**config.mk**
```make
export PLATFORM = sky130hd
export DESIGN_NAME = alu_op_sequencer_flat
export DESIGN_NICKNAME = d
export VERILOG_FILES = /design/src/rtl/alu_op_sequencer_if.sv /design/src/rtl/alu_op_sequencer.sv /design/src/flat_wrapper.sv
export SDC_FILE = /design/constraint.sdc
export NUM_CORES = 1
export LEC_CHECK = 0
export ABC_AREA = 1
export CORE_MARGIN = 2
export CORE_UTILIZATION = 48
export DETAILED_ROUTE_END_ITERATION = 16
export PLACE_DENSITY = 0.9
export SLEW_MARGIN = 30
export SYNTH_ARGS = -nofsm -noshare
export SYNTH_HDL_FRONTEND = slang
export SYNTH_SLANG_ARGS = --single-unit
```
**constraint.sdc**
```tcl
create_clock -name clk -period 3.3 [get_ports clk]
set_input_delay 0.495 -clock clk [delete_from_list [all_inputs] [get_ports clk]]
set_output_delay 0.495 -clock clk [all_outputs]
set_load 0.05 [all_outputs]
```
**src/rtl/alu_op_sequencer_if.sv**
```systemverilog
// rtl/alu_op_sequencer_if.sv - opcode handshake, decoder strobe and memory port bundle for alu_op_sequencer
interface alu_op_sequencer_if #(
  parameter int CNT_W = 8
);
  logic             instr_valid;
  logic [2:0]       instr_op;
  logic             instr_ready;
  logic [2:0]       address;
  logic             op_en;
  logic             mem_req;
  logic             mem_we;
  logic             mem_ack;
  logic             done;
  logic             error;
  logic             busy;
  logic [CNT_W-1:0] instr_count;

  modport master (
    input  instr_valid, instr_op, mem_ack,
    output instr_ready, address, op_en, mem_req, mem_we, done, error, busy, instr_count
  );

  modport slave (
    output instr_valid, instr_op, mem_ack,
    input  instr_ready, address, op_en, mem_req, mem_we, done, error, busy, instr_count
  );
endinterface

```
**src/rtl/alu_op_sequencer.sv**
```systemverilog
// rtl/alu_op_sequencer.sv - one-at-a-time opcode sequencer with memory req/ack exchange
// Optional MEM_WAIT timeout compiled in with `define ALU_SEQ_TIMEOUT_EN.
module alu_op_sequencer #(
  parameter int TIMEOUT_CYCLES = 15,
  parameter int CNT_W          = 8
) (
  input  logic               clk,
  input  logic               rst_n,
  alu_op_sequencer_if.master bus
);
  typedef enum logic [1:0] {IDLE, ISSUE, MEM_WAIT, DONE} state_t;

  localparam logic [7:0] TO_LIM = 8'(TIMEOUT_CYCLES);

  state_t           state, state_nxt;
  logic [2:0]       address_q;
  logic             op_en_q, mem_req_q, mem_we_q, done_q, error_q;
  logic [CNT_W-1:0] count_q;
  logic             accept, is_mem, timeout_hit;
  logic [2:0]       op_nxt;
  logic             mem_nxt;

  assign accept  = (state == IDLE) && bus.instr_valid;
  assign is_mem  = (address_q[2:1] == 2'b11);
  assign op_nxt  = accept ? bus.instr_op : address_q;
  assign mem_nxt = (op_nxt[2:1] == 2'b11);

`ifdef ALU_SEQ_TIMEOUT_EN
  logic [7:0] tcnt;

  // An ack on the limit cycle wins, so the timeout only fires without ack.
  assign timeout_hit = (state == MEM_WAIT) && !bus.mem_ack && (tcnt == TO_LIM - 8'd1);

  always_ff @(posedge clk or negedge rst_n) begin
    if (!rst_n) begin
      tcnt <= 8'd0;
    end else if (state == ISSUE) begin
      tcnt <= 8'd0;
    end else if (state == MEM_WAIT && !bus.mem_ack) begin
      tcnt <= tcnt + 8'd1;
    end
  end
`else
  logic unused_timeout;
  assign unused_timeout = ^TO_LIM;
  assign timeout_hit    = 1'b0;
`endif

  always_ff @(posedge clk or negedge rst_n) begin
    if (!rst_n) begin
      state <= IDLE;
    end else begin
      state <= state_nxt;
    end
  end

  always_comb begin
    state_nxt = state;
    case (state)
      IDLE:     if (accept) state_nxt = ISSUE;
      ISSUE:    state_nxt = (!is_mem || bus.mem_ack) ? DONE : MEM_WAIT;
      MEM_WAIT: if (bus.mem_ack || timeout_hit) state_nxt = DONE;
      DONE:     state_nxt = IDLE;
      default:  state_nxt = IDLE;
    endcase
  end

  // Outputs are registered from the next state so each strobe lines up with its state.
  always_ff @(posedge clk or negedge rst_n) begin
    if (!rst_n) begin
      address_q <= 3'd0;
      op_en_q   <= 1'b0;
      mem_req_q <= 1'b0;
      mem_we_q  <= 1'b0;
      done_q    <= 1'b0;
      error_q   <= 1'b0;
      count_q   <= '0;
    end else begin
      if (accept) begin
        address_q <= bus.instr_op;
      end
      op_en_q   <= (state_nxt == ISSUE);
      mem_req_q <= mem_nxt && (state_nxt == ISSUE || state_nxt == MEM_WAIT);
      mem_we_q  <= mem_nxt && (op_nxt == 3'd6) && (state_nxt == ISSUE || state_nxt == MEM_WAIT);
      done_q    <= (state_nxt == DONE);
      error_q   <= timeout_hit;
      if (state_nxt == DONE) begin
        count_q <= count_q + CNT_W'(1);
      end
    end
  end

  assign bus.instr_ready = (state == IDLE);
  assign bus.busy        = (state != IDLE);
  assign bus.address     = address_q;
  assign bus.op_en       = op_en_q;
  assign bus.mem_req     = mem_req_q;
  assign bus.mem_we      = mem_we_q;
  assign bus.done        = done_q;
  assign bus.error       = error_q;
  assign bus.instr_count = count_q;
endmodule

```
**src/flat_wrapper.sv**
```systemverilog
// flat-port wrapper written by rule: the top's interface ports become plain ports
module alu_op_sequencer_flat 
#(
  parameter int TIMEOUT_CYCLES = 15,
  parameter int CNT_W          = 8
)
  (clk, rst_n, bus_instr_valid, bus_instr_op, bus_mem_ack, bus_instr_ready, bus_address, bus_op_en, bus_mem_req, bus_mem_we, bus_done, bus_error, bus_busy, bus_instr_count);
  alu_op_sequencer_if #(.CNT_W(CNT_W)) bus_i ();
  input  logic clk;
  input  logic rst_n;
  input wire logic [$bits(bus_i.instr_valid)-1:0] bus_instr_valid;
  input wire logic [$bits(bus_i.instr_op)-1:0] bus_instr_op;
  input wire logic [$bits(bus_i.mem_ack)-1:0] bus_mem_ack;
  output wire logic [$bits(bus_i.instr_ready)-1:0] bus_instr_ready;
  output wire logic [$bits(bus_i.address)-1:0] bus_address;
  output wire logic [$bits(bus_i.op_en)-1:0] bus_op_en;
  output wire logic [$bits(bus_i.mem_req)-1:0] bus_mem_req;
  output wire logic [$bits(bus_i.mem_we)-1:0] bus_mem_we;
  output wire logic [$bits(bus_i.done)-1:0] bus_done;
  output wire logic [$bits(bus_i.error)-1:0] bus_error;
  output wire logic [$bits(bus_i.busy)-1:0] bus_busy;
  output wire logic [$bits(bus_i.instr_count)-1:0] bus_instr_count;
  assign bus_i.instr_valid = bus_instr_valid;
  assign bus_i.instr_op = bus_instr_op;
  assign bus_i.mem_ack = bus_mem_ack;
  assign bus_instr_ready = bus_i.instr_ready;
  assign bus_address = bus_i.address;
  assign bus_op_en = bus_i.op_en;
  assign bus_mem_req = bus_i.mem_req;
  assign bus_mem_we = bus_i.mem_we;
  assign bus_done = bus_i.done;
  assign bus_error = bus_i.error;
  assign bus_busy = bus_i.busy;
  assign bus_instr_count = bus_i.instr_count;
  alu_op_sequencer #(.TIMEOUT_CYCLES(TIMEOUT_CYCLES), .CNT_W(CNT_W)) u_core (.clk(clk), .rst_n(rst_n), .bus(bus_i));
endmodule
```
---- Word level (Yosys, flattened, before mapping) ----
Index checks and enable logic that the tools add are counted.
storage, ports and cells
  register bits after elaboration ......... 17
  input bits .............................. 7
  output and inout bits ................... 18
  word-level logic and storage cells ...... 31
operators by class
  add/subtract/negate cells ............... 1
  equal/unequal tests ..................... 9
  mux-type cells .......................... 5
  reductions and logical operators ........ 9
operator list
  cell                   number
  $eq A2 B2 Y1 const B   6
  $add A8 B1 Y8 const B  1
  $pmux W2 S4            1
  $eq A2 B1 Y1 const B   2
  $logic_and A1 B1 Y1    4
  $mux W2                2
  $eq A3 B3 Y1 const B   1
  $mux W3                1
  $logic_not A2 Y1       1
  $logic_or A1 B1 Y1     2
  $reduce_bool A2 Y1     1
  $logic_not A1 Y1       1
  $mux W1                1

---- Longest topological paths before layout ----
  word-level depth ........................ 8
  mapped depth ............................ 13
  gate-level depth less buffers ........... 13

---- Worst setup path after synthesis ----
Ideal clock, no wire load.
  kind .................................... register to register
  start point ............................. register u_core.state[0]
  end point ............................... register u_core.count_q[7] (netlist: u_core.bus.instr_count[7])
  setup time .............................. 0.119 ns
  arrival ................................. 2.241 ns
  required time ........................... 3.181 ns
  slack ................................... 0.939 ns
  stages on the path, launching flop included .. 13
  path buffers ............................ 0
  period minus slack after synthesis ...... 2.361 ns
  cell sequence ........................... dfrtp_1 -> inv_1 -> ha_1 -> nand2_1 -> inv_1 -> nor3_1 -> nor2_1 -> ha_1 -> nand2_1 -> nor2_4 -> nand3_1 -> nand2_1 -> nand2_1
on the way
  cells in the longest elaborated chain, start to end .. 5
  elaborated cells on any way between the ends .. 9
  classes of those cells .................. eq/ne (4); mux (3); reduce/logical (2)
ends and longest elaborated chain
  element                        RTL line                RTL
  from (decl)                    alu_op_sequencer.sv:15  state_t state, state_nxt;
  from (signal assigned)         alu_op_sequencer.sv:53  state <= state_nxt;
  $logic_not A2 Y1 *             -
  named net bus_instr_ready      flat_wrapper.sv:14      output wire logic [$bits(bus_i.instr_ready)-1:0] bus_instr_ready;
  $logic_and A1 B1 Y1            alu_op_sequencer.sv:23  assign accept = (state == IDLE) && bus.instr_valid;
  $mux W2                        alu_op_sequencer.sv:60  IDLE: if (accept) state_nxt = ISSUE;
  $pmux W2 S4 *                  alu_op_sequencer.sv:59  case (state)
  named net u_core.state_nxt[0]  alu_op_sequencer.sv:15
  $eq A2 B2 Y1 *                 alu_op_sequencer.sv:87  if (state_nxt == DONE) begin
  to (signal assigned)           alu_op_sequencer.sv:88  count_q <= count_q + CNT_W'(1);
  to (decl)                      alu_op_sequencer.sv:18  logic [CNT_W-1:0] count_q;
The timed path passes the listed nets; every way through them passes the cells marked *.
A chain may end at the register's enable or synchronous reset.

---- Worst setup path in the final report ----
  start point ............................. register u_core.state[0]
  end point ............................... output bus_busy
on the way
  cells in the longest elaborated chain, start to end .. 1
ends and longest elaborated chain
  element             RTL line                RTL
  $reduce_bool A2 Y1  alu_op_sequencer.sv:94  assign bus.busy = (state != IDLE);
  to (decl)           flat_wrapper.sv:21      output wire logic [$bits(bus_i.busy)-1:0] bus_busy;
Every way passes these cells.

==> summary.txt <==
Run status
  – Status: completed

Timing
  – Setup Viol. Count Final: 0
  – Slew @ Worst Pin: 0.716 ns
  – Final Hold Vio Count: 0
  – Fin. max-slew vios: 0
  – Max_slew headroom: 52.1%
  – Fmax achieved: 419 MHz
  – Final setup TNS: 0 ns
  – Tmin final: 2.39 ns
  – RSZ-0062 raised after global routing: no
  – Period utilization: 72.4%
  – Skew final: 0.00981 ns
  – Worst Setup Slack, final: 0.912 ns

GRT
  – Vias in the first global route: 582
  – Grt total ovfl: 0
  – Global-route wire length before repair: 2500 µm
  – Pin count of the biggest net entering global routing: 18
  – Total GRT Usage: 18.5%
  – Initial antenna violation count: 0

Routing
  – Total number of vias: 616
  – Drt first pass iters: 4
  – Top Layer Used: met4
  – Routed length on met3: 65 µm
  – DRC: 0
  – Wl on met1: 611 µm
  – Routed wire length: 1430 µm
  – Initial DRC count: 5
  – Met2 routed WL: 712 µm
  – WL/cell: 10.9 µm
  – Routed Antenna Nets: 0
  – DR vias/cell: 4.70

Layout
  – ANT cells: 0
  – Area Overhead vs Synth: 33.0%
  – Register area: 425 µm²
  – Net count, final: 131
  – Fin area: 1090 µm²
  – Layout cells sized above 1: 6.09%
  – Multi-input logic area: 323 µm²
  – Fillers: 118

Setup path
  – Critical path class: reg2out
  – CP Data Required Time: 2.80 ns
  – Top cell by count, worst path: inv_1
  – Crit path cell chain: inv_1 -> ha_1 -> inv_1 -> clkdlybuf4s50_1
  – R2r setup slk: 1.15 ns
  – Worst path slowest cell: clkdlybuf4s50_1
  – CP arrival: 1.89 ns
  – Critical path fanouts, max: 5
  – Critical path launch point type: flip-flop
  – Max incr delay on CP: 0.79 ns
  – Critical Path Sink Type: output pin

Clock tree
  – Clk root buf: clkbuf_4
  – CTS tree: built
  – Clock-pin slew on the worst setup and hold paths: 0.11 ns
  – Post-CTS Setup Bufs: 0
  – Clock latency on the worst-skew pair: 0.30 ns
  – # resized after CTS: 0
  – Buffer depth of the longest clock path: 2
  – Cts bufs inserted: 3
  – Cts hold-fix bufs: 0
  – # H-tree levels: 1
  – Clock sink count: 17

Logic synthesis
  – Yosys cell types: 15
  – Syn Nets: 104
  – #FFs+latches synth: 17
  – Average size of a mapped cell: 9.21 µm²
  – Yosys warnings: 0
  – Seq/Total Area, Yosys: 51.9%
  – Mapped Area: 820 µm²
  – Mapped Cells: 89

Placed design
  – DP Area: 1060 µm²
  – Pre-CTS WS: 0.907 ns
  – DP Wirelength: 1150 µm
  – IO Port Bufs: 23
  – RD Place Congestion: 0.756

Die
  – Die width: 45.3 µm
  – Core Area: 1560 µm²
  – Ports: 25
  – FP Rows: 14
  – Initial Utilization: 52.6%
  – Total die area: 2050 µm²
  – Die H: 45.3 µm

Worst hold path
  – HP Class: reg2reg

Job
  – Max cap viols: 0
==> Yosys cell counts (all sizes together) <==
cell type	count	share of area [%]
nor3	1	0.61
xor2	4	4.3
nand3	6	3.7
inv	17	7.8
buf	1	0.92
mux2	1	1.4
nor2	8	4.9
nand2	23	11
nand4	1	0.76
ha	8	12
conb	1	0.46
o21ai	1	0.61
dfrtp	17	52
==> cells by family (layout without fill, tap and decap cells) <==
family,after synthesis,in the layout,share of synthesized area (%)
xor+xnor,4,4,4.27
buf+inv,18,44,8.70
flops,17,17,51.9
fa+ha+maj,8,8,12.2
compound gates,1,1,0.610
other cells,1,1,0.458
mux,1,1,1.37
simple gates,39,39,20.5
==> state kept, by name (all words and copies together), names as in the netlist <==
name	flops
u_core.bus.instr_count	8
u_core.bus.address	3
u_core.state	2
u_core.bus.done	1
u_core.bus.mem_req	1
u_core.bus.mem_we	1
u_core.bus.op_en	1
==> worst max-delay path: cells and delay by family (launching register included) <==
| kind | cells | cell delay [ns] |
|---|---|---|
| buffers and inverters | 3 | 0.95 |
| adders and majority gates | 1 | 0.25 |
| DFF | 1 | 0.40 |
==> cell usage in the layout, fill, tap and decap left out, drive strengths merged <==
cell type and n:
xor2 4, mux2 1, nand4 1, nor2 8, clkbuf 3, nand2 23, clkdlybuf4s50 23, conb 1
nor3 1, inv 17, o21ai 1, clkinv 1, ha 8, dfrtp 17, nand3 6
==> final timing paths <==
kind	start	to	cells after the start
min in group asynchronous	rst_n	u_core.bus.instr_count[0]	1
worst max-delay path	u_core.state[0]	bus_busy	4
worst max register to register	u_core.state[0]	u_core.bus.instr_count[4]	11
worst min-delay path	u_core.bus.instr_count[3]	u_core.bus.instr_count[3]	1
max in group asynchronous	rst_n	u_core.bus.address[1]	1
worst min register to register	u_core.bus.instr_count[3]	u_core.bus.instr_count[3]	1
==> layout make-up <==
cell class	instances	area share, %
Multi-Input combinational cell	54	29.6
Sequential cell	17	39.0
Clock inverter	1	0.459
Inverter	17	5.86
Timing Repair Buffer	23	21.1
Clock buffer	3	2.07
Tap cell	16	1.84
==> through the flow <==
step | cells | util [%] | hold WS [ns]
5_1_grt | 131 | 69.9 | 0.558
3_5_place_dp | 127 | 68.1 | 0.499
4_1_cts | 131 | 69.9 | 0.522
6_report | 131 | 69.9 | 0.526
3_3_place_gp | 127 | 68.1 | 0.492
2_1_floorplan | 89 | - | 0.199
==> routing by layer <==
layer / track usage [%] / up-vias
met5: 0 / -
met4: 12.4 / 0
met3: 7.20 / 5
met2: 28.6 / 15
met1: 20.9 / 280
li1: - / 316
Power is left out: the tool's default activity adds up to more than one toggle a clock period on the data nets, which glitch-free logic cannot reach.
